<file path="src/rtl/sv_dma_mc.sv">
// Multi-channel CPU-bus <-> VRAM-bus DMA engine with per-channel registers,
// block-granular round-robin arbitration and LCD fetch-slot yielding.
module sv_dma_mc #(
  parameter int unsigned NCH     = 2,
  parameter int unsigned CADDR_W = 16,
  parameter int unsigned VADDR_W = 13,
  parameter int unsigned BLOCK   = 16,
  parameter int unsigned LCD_DIV = 6
) (
  input  logic               clk,
  input  logic               reset,
  input  logic               ce,
  input  logic [5:0]         ab,
  input  logic               cpu_rnw,
  input  logic               dma_cs,
  input  logic               lcd_en,
  input  logic [7:0]         data_in,
  output logic [7:0]         data_out,
  output logic [CADDR_W-1:0] cbus_addr,
  output logic [VADDR_W-1:0] vbus_addr,
  output logic               dma_dir,
  output logic               dma_en,
  output logic [1:0]         dma_ch,
  output logic               irq
);

  localparam int unsigned PW = $clog2(BLOCK);
  localparam int unsigned LW = (LCD_DIV > 1) ? $clog2(LCD_DIV) : 1;
  localparam int unsigned GW = (NCH > 1) ? $clog2(NCH) : 1;
  localparam logic [PW-1:0] PHASE_INIT = PW'(BLOCK - 1);
  localparam logic [LW-1:0] DIV_LAST   = LW'(LCD_DIV - 1);

  logic [CADDR_W-1:0] cbus_q  [NCH];
  logic [CADDR_W-1:0] cbus_d  [NCH];
  logic [VADDR_W-1:0] vbus_q  [NCH];
  logic [VADDR_W-1:0] vbus_d  [NCH];
  logic [7:0]         len_q   [NCH];
  logic [7:0]         len_d   [NCH];
  logic [8:0]         blk_q   [NCH];
  logic [8:0]         blk_d   [NCH];
  logic [PW-1:0]      phase_q [NCH];
  logic [PW-1:0]      phase_d [NCH];
  logic [NCH-1:0]     busy_q, busy_d, done_q, done_d, ien_q, ien_d, dir_q, dir_d;
  logic [LW-1:0]      lcd_div_q, lcd_div_d;
  logic [GW-1:0]      gnt_q, gnt_d, scan;
  logic               lcd_stall, blk_end, wr_en, found;

  assign lcd_stall = lcd_en & (lcd_div_q == DIV_LAST);
  assign dma_en    = busy_q[gnt_q] & ~lcd_stall;
  assign blk_end   = dma_en & (phase_q[gnt_q] == '0);
  assign wr_en     = dma_cs & ~cpu_rnw;

  assign cbus_addr = cbus_q[gnt_q];
  assign vbus_addr = vbus_q[gnt_q];
  assign dma_dir   = dir_q[gnt_q];
  assign dma_ch    = 2'(gnt_q);
  assign irq       = |(done_q & ien_q);

  always_comb begin
    data_out = 8'h00;
    for (int c = 0; c < NCH; c++) begin
      if (ab[5:3] == 3'(c + 1)) begin
        case (ab[2:0])
          3'd0:    data_out = 8'(cbus_q[c]);
          3'd1:    data_out = 8'(cbus_q[c] >> 8);
          3'd2:    data_out = 8'(vbus_q[c]);
          3'd3:    data_out = {1'b0, dir_q[c], 1'b0, 5'(vbus_q[c] >> 8)};
          3'd4:    data_out = len_q[c];
          3'd5:    data_out = {busy_q[c], ien_q[c], 5'b0, done_q[c]};
          3'd6:    data_out = {7'b0, done_q[c]};
          default: data_out = 8'h00;
        endcase
      end
    end
  end

  always_comb begin
    cbus_d    = cbus_q;
    vbus_d    = vbus_q;
    len_d     = len_q;
    blk_d     = blk_q;
    phase_d   = phase_q;
    busy_d    = busy_q;
    done_d    = done_q;
    ien_d     = ien_q;
    dir_d     = dir_q;
    gnt_d     = gnt_q;
    scan      = gnt_q;
    found     = 1'b0;
    lcd_div_d = (lcd_div_q == DIV_LAST) ? '0 : lcd_div_q + LW'(1);

    // Register writes go first so a completion below overrides a done clear.
    for (int c = 0; c < NCH; c++) begin
      if (wr_en && ab[5:3] == 3'(c + 1)) begin
        case (ab[2:0])
          3'd0: if (!busy_q[c]) cbus_d[c] = CADDR_W'({8'(cbus_q[c] >> 8), data_in});
          3'd1: if (!busy_q[c]) cbus_d[c] = CADDR_W'({data_in, 8'(cbus_q[c])});
          3'd2: if (!busy_q[c]) vbus_d[c] = VADDR_W'({8'(vbus_q[c] >> 8), data_in});
          3'd3: begin
            if (!busy_q[c]) begin
              vbus_d[c] = VADDR_W'({3'b0, data_in[4:0], 8'(vbus_q[c])});
              dir_d[c]  = data_in[6];
            end
          end
          3'd4: if (!busy_q[c]) len_d[c] = data_in;
          3'd5: begin
            ien_d[c] = data_in[6];
            if (data_in[0]) begin
              busy_d[c] = 1'b0;
            end else if (data_in[7] && !busy_q[c]) begin
              busy_d[c]  = 1'b1;
              done_d[c]  = 1'b0;
              blk_d[c]   = {len_q[c] == 8'h00, len_q[c]};
              phase_d[c] = PHASE_INIT;
            end
          end
          3'd6: if (data_in[0]) done_d[c] = 1'b0;
          default: ;
        endcase
      end
    end

    if (dma_en) begin
      cbus_d[gnt_q] = cbus_q[gnt_q] + CADDR_W'(1);
      vbus_d[gnt_q] = vbus_q[gnt_q] + VADDR_W'(1);
      if (phase_q[gnt_q] == '0) begin
        blk_d[gnt_q]   = blk_q[gnt_q] - 9'd1;
        phase_d[gnt_q] = PHASE_INIT;
        if (blk_q[gnt_q] == 9'd1) begin
          busy_d[gnt_q] = 1'b0;
          done_d[gnt_q] = 1'b1;
        end
      end else begin
        phase_d[gnt_q] = phase_q[gnt_q] - PW'(1);
      end
    end

    // Round-robin from gnt+1, wrapping back to gnt itself, on pre-edge busy.
    if (!busy_q[gnt_q] || blk_end) begin
      for (int i = 1; i <= NCH; i++) begin
        scan = GW'((int'(gnt_q) + i) % NCH);
        if (!found && busy_q[scan]) begin
          gnt_d = scan;
          found = 1'b1;
        end
      end
    end
  end

  always_ff @(posedge clk) begin
    if (reset) begin
      cbus_q    <= '{default: '0};
      vbus_q    <= '{default: '0};
      len_q     <= '{default: '0};
      blk_q     <= '{default: '0};
      phase_q   <= '{default: PHASE_INIT};
      busy_q    <= '0;
      done_q    <= '0;
      ien_q     <= '0;
      dir_q     <= '0;
      lcd_div_q <= '0;
      gnt_q     <= '0;
    end else if (ce) begin
      cbus_q    <= cbus_d;
      vbus_q    <= vbus_d;
      len_q     <= len_d;
      blk_q     <= blk_d;
      phase_q   <= phase_d;
      busy_q    <= busy_d;
      done_q    <= done_d;
      ien_q     <= ien_d;
      dir_q     <= dir_d;
      lcd_div_q <= lcd_div_d;
      gnt_q     <= gnt_d;
    end
  end

endmodule
</file>
<file path="config.mk">
export PLATFORM = sky130hd
export DESIGN_NAME = sv_dma_mc
export DESIGN_NICKNAME = d
export VERILOG_FILES = /design/src/rtl/sv_dma_mc.sv
export SDC_FILE = /design/constraint.sdc
export NUM_CORES = 1
export LEC_CHECK = 0
export ABC_AREA = 0
export ABC_CLOCK_PERIOD_IN_PS = 4200
export BUFFER_PORTS_ARGS = -buffer_cell sky130_fd_sc_hd__buf_2
export CORE_UTILIZATION = 31
export DETAILED_ROUTE_END_ITERATION = 6
export GPL_TIMING_DRIVEN = 0
export SETUP_SLACK_MARGIN = 0.05
export SYNTH_ARGS = -nofsm -noshare
export SYNTH_HDL_FRONTEND = slang
export SYNTH_SLANG_ARGS = --single-unit
</file>
<file path="constraint.sdc">
create_clock -name clk -period 4.2 [get_ports clk]
set_clock_uncertainty 0.1 [all_clocks]
set_input_delay 0.63 -clock clk [delete_from_list [all_inputs] [get_ports clk]]
set_output_delay 0.63 -clock clk [all_outputs]
set_load 0.05 [all_outputs]
</file>
======== Yosys cells after proc, flatten, opt, wreduce, memory -nomap -nowiden ========
Index checks and enable logic that the tools add are counted.
word-level totals
  bits in registers ....................... 112
  latch bits .............................. 0
  memory bits (writable) .................. 0
  bits in read-only memories .............. 0
  memories ................................ 0
cells by class
  add/subtract/negate cells ............... 7
  multipliers ............................. 0
  div/mod/pow operators ................... 0
  order comparisons ....................... 6
  eq/ne operators ......................... 10
  shift operators ......................... 0
  multiplexer cells ....................... 105
  bitwise logic cells ..................... 14
  reduce and logical (&&, ||, !) cells .... 25
operators with widths
  kind                                           number
  2-to-1 mux 16 bit                              8
  one-hot mux 8 bit (7 select lines)             2
  2-to-1 mux 9 bit                               12
  2-to-1 mux 13 bit                              8
  2-to-1 mux 8 bit                               8
  one-hot mux 16 bit (2 select lines)            2
  one-hot mux 13 bit (2 select lines)            2
  2-to-1 mux 4 bit                               12
  2-to-1 mux 18 bit                              2
  bitwise mux 32 bit                             1
  2-to-1 mux 32 bit                              1
  2-to-1 mux 1 bit                               29
  bitwise mux 26 bit                             1
  2-to-1 mux 26 bit                              1
  bitwise mux 18 bit                             1
  adder 16 x 1 -> 16 bit, second input constant  1
  demux 16 bit (select 1 bit)                    1
  zero test 8 bit                                2
  AND reduction 4 bit                            4
  adder 13 x 1 -> 13 bit, second input constant  1
  demux 13 bit (select 1 bit)                    1
  == test 3 bit, second input constant           4
  2-to-1 mux 2 bit                               6
  demux 9 bit (select 1 bit)                     1
  31 further kinds                               56

======== Depth between registers and ports, before layout ========
  depth in word-level cells ............... 12
  gate-level depth with buffers ........... 13
  depth with buffers taken out ............ 8

======== Least setup slack after synthesis ========
No wires, ideal clock.
  path kind ............................... input -> output
  from .................................... input ab[0]
  to ...................................... output data_out[6]
  data arrival time ....................... 2.674 ns
  data required time ...................... 3.470 ns
  slack ................................... 0.796 ns
  cell stages on the path ................. 8
  path through ............................ buf_2 -> buf_6 -> clkbuf_1 -> clkbuf_1 -> a31oi_1 -> o22ai_1 -> a21oi_1 -> o22ai_1
on the way
  word-level cells in the longest chain between the ends .. 4
  elaborated cells on any way between the ends .. 11
  those cells by class .................... eq/ne: 6; mux: 4; reduce/logical: 1
RTL lines
  what                                         RTL line  text
  start, declared                              13        input logic [5:0] ab,
  == test 3 bit, or another cell as far along  63        case (ab[2:0])
  one-hot mux 8 bit (7 select lines)           63
  2-to-1 mux 8 bit                             62        if (ab[5:3] == 3'(c + 1)) begin
  2-to-1 mux 8 bit (*)                         62
  end, declared                                18        output logic [7:0] data_out,
Mark *: on every way between the ends. The rest lies on a longest branch, timed or not.

======== Worst setup path in the final report ========
Same ends and word-level chain as after synthesis.

==> results by stage <==
Worst setup path:
- The worst setup path is captured at a primary output.
- The kind of start point of the critical path is an input port.
- The reg2reg setup slack is 0.45 ns.
- Of all nets on the critical path, the largest fanout is 10.
- The worst register-to-register path ends at vbus_q[23].
- In this run the worst setup path begins at ab[0].
- The path depth of the worst reg2reg path is 12.
- For the worst setup path, the data arrival time is 3.24 ns.
- The start-to-end type of the worst setup path is input port to primary output.
- The critical path required time is between 3 and 4 ns.
- In this run the worst setup path terminates at data_out[6].
- The startpoint identified for the worst register-to-register timing path is gnt_q.

Power:
- The share of power burned in the clock network is 0.442.
- The maximum vdd ir drop is roughly 0.21 mV.
- Of the total power, the share spent switching nets is 0.273.
- The switching power is between 600 and 700 µW.
- Power comes to ~2300 µW.
- The leakage power is between 0.003 and 0.004 µW.
- The fraction of power consumed by sequential logic is 0.471.
- Internal power comes to 1650 µW.
- The share of total power dissipated in combinational logic is 0.087.
- The power per cell area is around 260 nW/µm².

Yosys:
- The synthesized flop and latch total is 112.
- For this run, the register share of the synthesized area comes to 0.295.
- The Yosys warning count is 0.
- Ranked by total cell area, the synthesized netlist is headed by sky130_fd_sc_hd__dfxtp_1, sky130_fd_sc_hd__mux2i_1, sky130_fd_sc_hd__nand2_1.
- The share of synthesized area in the top cell type comes to 0.295.
- The proportion of synthesized flip-flops having asynchronous set or reset is 0.
- The cell taking the most area after synthesis is sky130_fd_sc_hd__dfxtp_1.
- The number of flops mapped to enable cells by yosys is 0.
- Among all flip-flop cells after synthesis, the most frequent one is sky130_fd_sc_hd__dfxtp_1.
- The synthesized netlist occupies a cell area of 7610 µm².
- After synthesis, the mean cell area works out to 7.90 µm².
- The count of distinct cell types in the synthesized netlist is between 70 and 80.
- The count of mapped cells out of synthesis is slightly below 1k.
- The number of nets in the synthesized netlist is a little under 1k.

Timing:
- The worst pin sits at a relative slew slack of 0.327.
- Based on the critical path, the design can be clocked at up to between 200 and 300 MHz.
- The number of pins exceeding their max-slew limit in the final report is 0.
- The number of failing hold endpoints at the final stage is 0.
- The worst hold slack across all endpoints is 0.392 ns.
- The final worst-path setup slack is ~0.23 ns.
- The final period utilization is 0.946.
- The slew of the pin with the lowest slew margin is 1.01 ns.
- Setup violations remaining at the end of the flow were counted as 0.
- The worst path in the final design needs a cycle of 3.97 ns, including I/O delays and setup.
- In the final timing run, aggregate negative setup slack is 0 ns.
- Setup repair after global routing left no endpoint under its margin.

Placement:
- Detailed placement ended at an HPWL of approximately 27000 µm.
- The final weighted congestion in routability-driven placement is 1.01.
- At the placement stage, the worst setup path has a slack of slightly below 0.1 ns.
- In this run the tool buffered the top-level ports with 53 buffer cells.

CTS:
- The deepest clock path buffer count is 2.
- TritonCTS built the clock tree.
- The number of levels in the clock H-tree is 3.
- After clock tree synthesis, the clock-pin slew on the worst setup and hold paths is around 0.09 ns.
- Clock tree synthesis inserted a total of 9 buffers.
- The buffer cell driving the clock tree root is sky130_fd_sc_hd__clkbuf_16.
- The clock net sink count is 112.
- Once the clock tree was built, the setup fixing pass inserted 0 buffers.
- The clock latency on the worst-skew pair is 0.38 ns.

Layout:
- The share of post-route cells with drive strength above 1 is 0.149.
- Relative to the synthesized area, the layout overhead comes to 13.0%.
- The filler cell count is roughly 2.5k.
- In the final design database the tool counted approximately 1.1k nets.
- 0 antenna diodes ended up in the layout.
- The utilization of the core after routing is 0.362.

Global route:
- The number of antenna violations at the first check in global routing came to 0.
- Global routing finished with a remaining overflow of 0.
- The highest-utilization routing layer at the global route stage is met2.
- For met1 alone, demand over resource in global routing was 0.400.
- The met2 routing resource usage after global routing is 0.450.
- The met3 usage is 0.0474.
- The first global-routing pass estimated around 53000 µm of wire.
- The overall track demand over capacity in global routing is 0.296.
- Entering global routing, the biggest net connects 19 pins.
- The number of global-route vias before repair is around 8k.

Detailed routing:
- The final wirelength is 36000 µm.
- The count of vias placed by the detailed router is roughly 8.4k.
- In the routed design, unresolved DRC markers number 0.
- Once detail routing completed, the nets flagged for antenna violations numbered 0.
- The post-detailed-route wirelength per cell is ~27 µm.
- After detailed routing, the number of vias per cell comes to 6.20.
- The number of design-rule violations left by the first detailed-router iteration is 1044.
- The pre-antenna-repair detailed-routing pass consisted of 6 iterations.

Floorplan:
- The number of I/O pins is 62.
- From bottom edge to top edge, the die measures approximately 160 µm.
- The number of placement rows is 56.
- In this run the horizontal extent of the chip is between 150 and 200 µm.
- The die area is between 20000 and 30000 µm².
- The initial core utilization is 0.320.
- The core outline area is 23800 µm².

Worst hold path:
- The min-delay analysis places its worst path in the category flop to flop.

Status:
- The run finished with clean final reports.

Job:
- Max-cap violations in this run came to 0.
## worst min path at each step
stage               startpoint          to  slack [ns]  depth (start not counted)
finish              phase_q[3]  phase_q[3]        0.39                          2
global route        phase_q[3]  phase_q[3]        0.43                          2
CTS                 phase_q[3]  phase_q[3]        0.39                          2
detailed placement  phase_q[3]  phase_q[3]        0.36                          2
global placement    phase_q[3]  phase_q[3]        0.36                          2
floorplan           phase_q[3]  phase_q[3]        0.34                          2
## through the flow
| stage | std cells | instance area [µm²] |
|---|---|---|
| after global routing | 1351 | 8600 |
| after global placement | 1336 | 8280 |
| final | 1351 | 8600 |
| after CTS | 1352 | 8600 |
| after floorplan | 964 | 7610 |
| after detailed placement | 1336 | 8280 |
## worst max-delay path, stage by stage
cell	delay, ns
sky130_fd_sc_hd__buf_2	0.21
sky130_fd_sc_hd__buf_6	0.22
sky130_fd_sc_hd__clkbuf_1	0.66
sky130_fd_sc_hd__clkbuf_1	0.50
sky130_fd_sc_hd__a31oi_1	0.18
sky130_fd_sc_hd__o22ai_1	0.18
sky130_fd_sc_hd__a21oi_1	0.09
sky130_fd_sc_hd__o22ai_1	0.23
sky130_fd_sc_hd__buf_2	0.32
## cells by family (layout without fill, tap and decap cells)
| family | count (synthesis) | in the layout | share of synthesized area |
|---|---|---|---|
| and+or+nand+nor | 342 | 342 | 0.217 |
| AOI/OAI and AO/OA | 286 | 286 | 0.255 |
| DFF | 112 | 112 | 0.295 |
| buffers and inverters | 93 | 161 | 0.0536 |
| muxes | 90 | 90 | 0.130 |
| xor gates and xnor gates | 34 | 34 | 0.0391 |
| adders and majority gates | 6 | 6 | 0.00986 |
| other | 1 | 1 | 0.000493 |
## synth_stat cells (9+ instances only)
master	count
sky130_fd_sc_hd__nand3_1	31
sky130_fd_sc_hd__a211oi_1	16
sky130_fd_sc_hd__a21oi_1	68
sky130_fd_sc_hd__nand4_1	11
sky130_fd_sc_hd__xor2_1	18
sky130_fd_sc_hd__a22oi_1	21
sky130_fd_sc_hd__buf_2	11
sky130_fd_sc_hd__xnor2_1	16
sky130_fd_sc_hd__dfxtp_1	112
sky130_fd_sc_hd__o21ai_0	48
sky130_fd_sc_hd__nor2b_1	9
sky130_fd_sc_hd__clkbuf_1	43
sky130_fd_sc_hd__mux2i_1	52
sky130_fd_sc_hd__nand2_1	123
sky130_fd_sc_hd__o22ai_1	38
sky130_fd_sc_hd__inv_1	22
sky130_fd_sc_hd__nor2_1	97
sky130_fd_sc_hd__mux2_2	33
sky130_fd_sc_hd__nor3_1	15
sky130_fd_sc_hd__a22o_1	11
## state kept, by name (all words and copies together), names as in the netlist
signal	count
phase_q	8
done_q	2
ien_q	2
vbus_q	26
lcd_div_q	3
len_q	16
blk_q	18
gnt_q	1
busy_q	2
cbus_q	32
dir_q	2
## power by group through the flow
stage                     registers [µW]  clock network [µW]  logic, µW
after floorplan                     1090                   0        102
final                               1070                1000        198
after global placement              1090                   0        189
after detailed placement            1090                   0        188
after global routing                1070                1040        200
after CTS                           1070                1000        188
## placed cells by master (no fill, tap or decap), types with 6 or more instances in the layout
cell,n
sky130_fd_sc_hd__inv_1,22
sky130_fd_sc_hd__nor2b_1,9
sky130_fd_sc_hd__a32o_1,7
sky130_fd_sc_hd__o221ai_1,7
sky130_fd_sc_hd__o211ai_1,7
sky130_fd_sc_hd__dfxtp_1,112
sky130_fd_sc_hd__nand3_1,31
sky130_fd_sc_hd__nor2_1,97
sky130_fd_sc_hd__nand2_1,123
sky130_fd_sc_hd__mux2i_1,52
sky130_fd_sc_hd__o221a_2,6
sky130_fd_sc_hd__clkbuf_16,9
sky130_fd_sc_hd__a21oi_1,68
sky130_fd_sc_hd__o21ai_0,48
sky130_fd_sc_hd__nand4_1,11
sky130_fd_sc_hd__o22ai_1,38
sky130_fd_sc_hd__mux2_2,33
sky130_fd_sc_hd__a211oi_1,16
sky130_fd_sc_hd__a31oi_1,7
sky130_fd_sc_hd__o22a_1,6
sky130_fd_sc_hd__a22o_1,11
sky130_fd_sc_hd__nor3_1,15
sky130_fd_sc_hd__buf_1,8
sky130_fd_sc_hd__xor2_1,18
sky130_fd_sc_hd__a22oi_1,21
sky130_fd_sc_hd__nand4b_1,6
sky130_fd_sc_hd__ha_1,6
sky130_fd_sc_hd__clkbuf_1,44
sky130_fd_sc_hd__and3_1,8
sky130_fd_sc_hd__buf_2,62
sky130_fd_sc_hd__xnor2_1,16
## metal layers
metal | wire length (µm) | up-vias | part of all wire
li1 | - | 3669 | -
met5 | 0 | - | 0
met1 | 15100 | 4024 | 0.42
met3 | 3700 | 116 | 0.10
met2 | 15200 | 569 | 0.42
met4 | 1940 | 0 | 0.054
## final cells by class
| cell class | count | area, µm² | share of cell area |
|---|---|---|---|
| Clock buffer | 11 | 243 | 0.0282 |
| Multi-Input combinational cell | 759 | 4960 | 0.577 |
| Sequential cell | 112 | 2240 | 0.261 |
| Timing Repair Buffer | 53 | 265 | 0.0308 |
| Clock inverter | 5 | 86.3 | 0.0100 |
| Tap cell | 319 | 399 | 0.0464 |
| Buffer | 69 | 319 | 0.0371 |
| Inverter | 23 | 86.3 | 0.0100 |
## timing repair
action / CTS / global route
setup endpoints to repair: 0 / 7
resized for setup: 0 / 1
hold buffers: 0 / 0
Power figures use the tool's default switching activity.
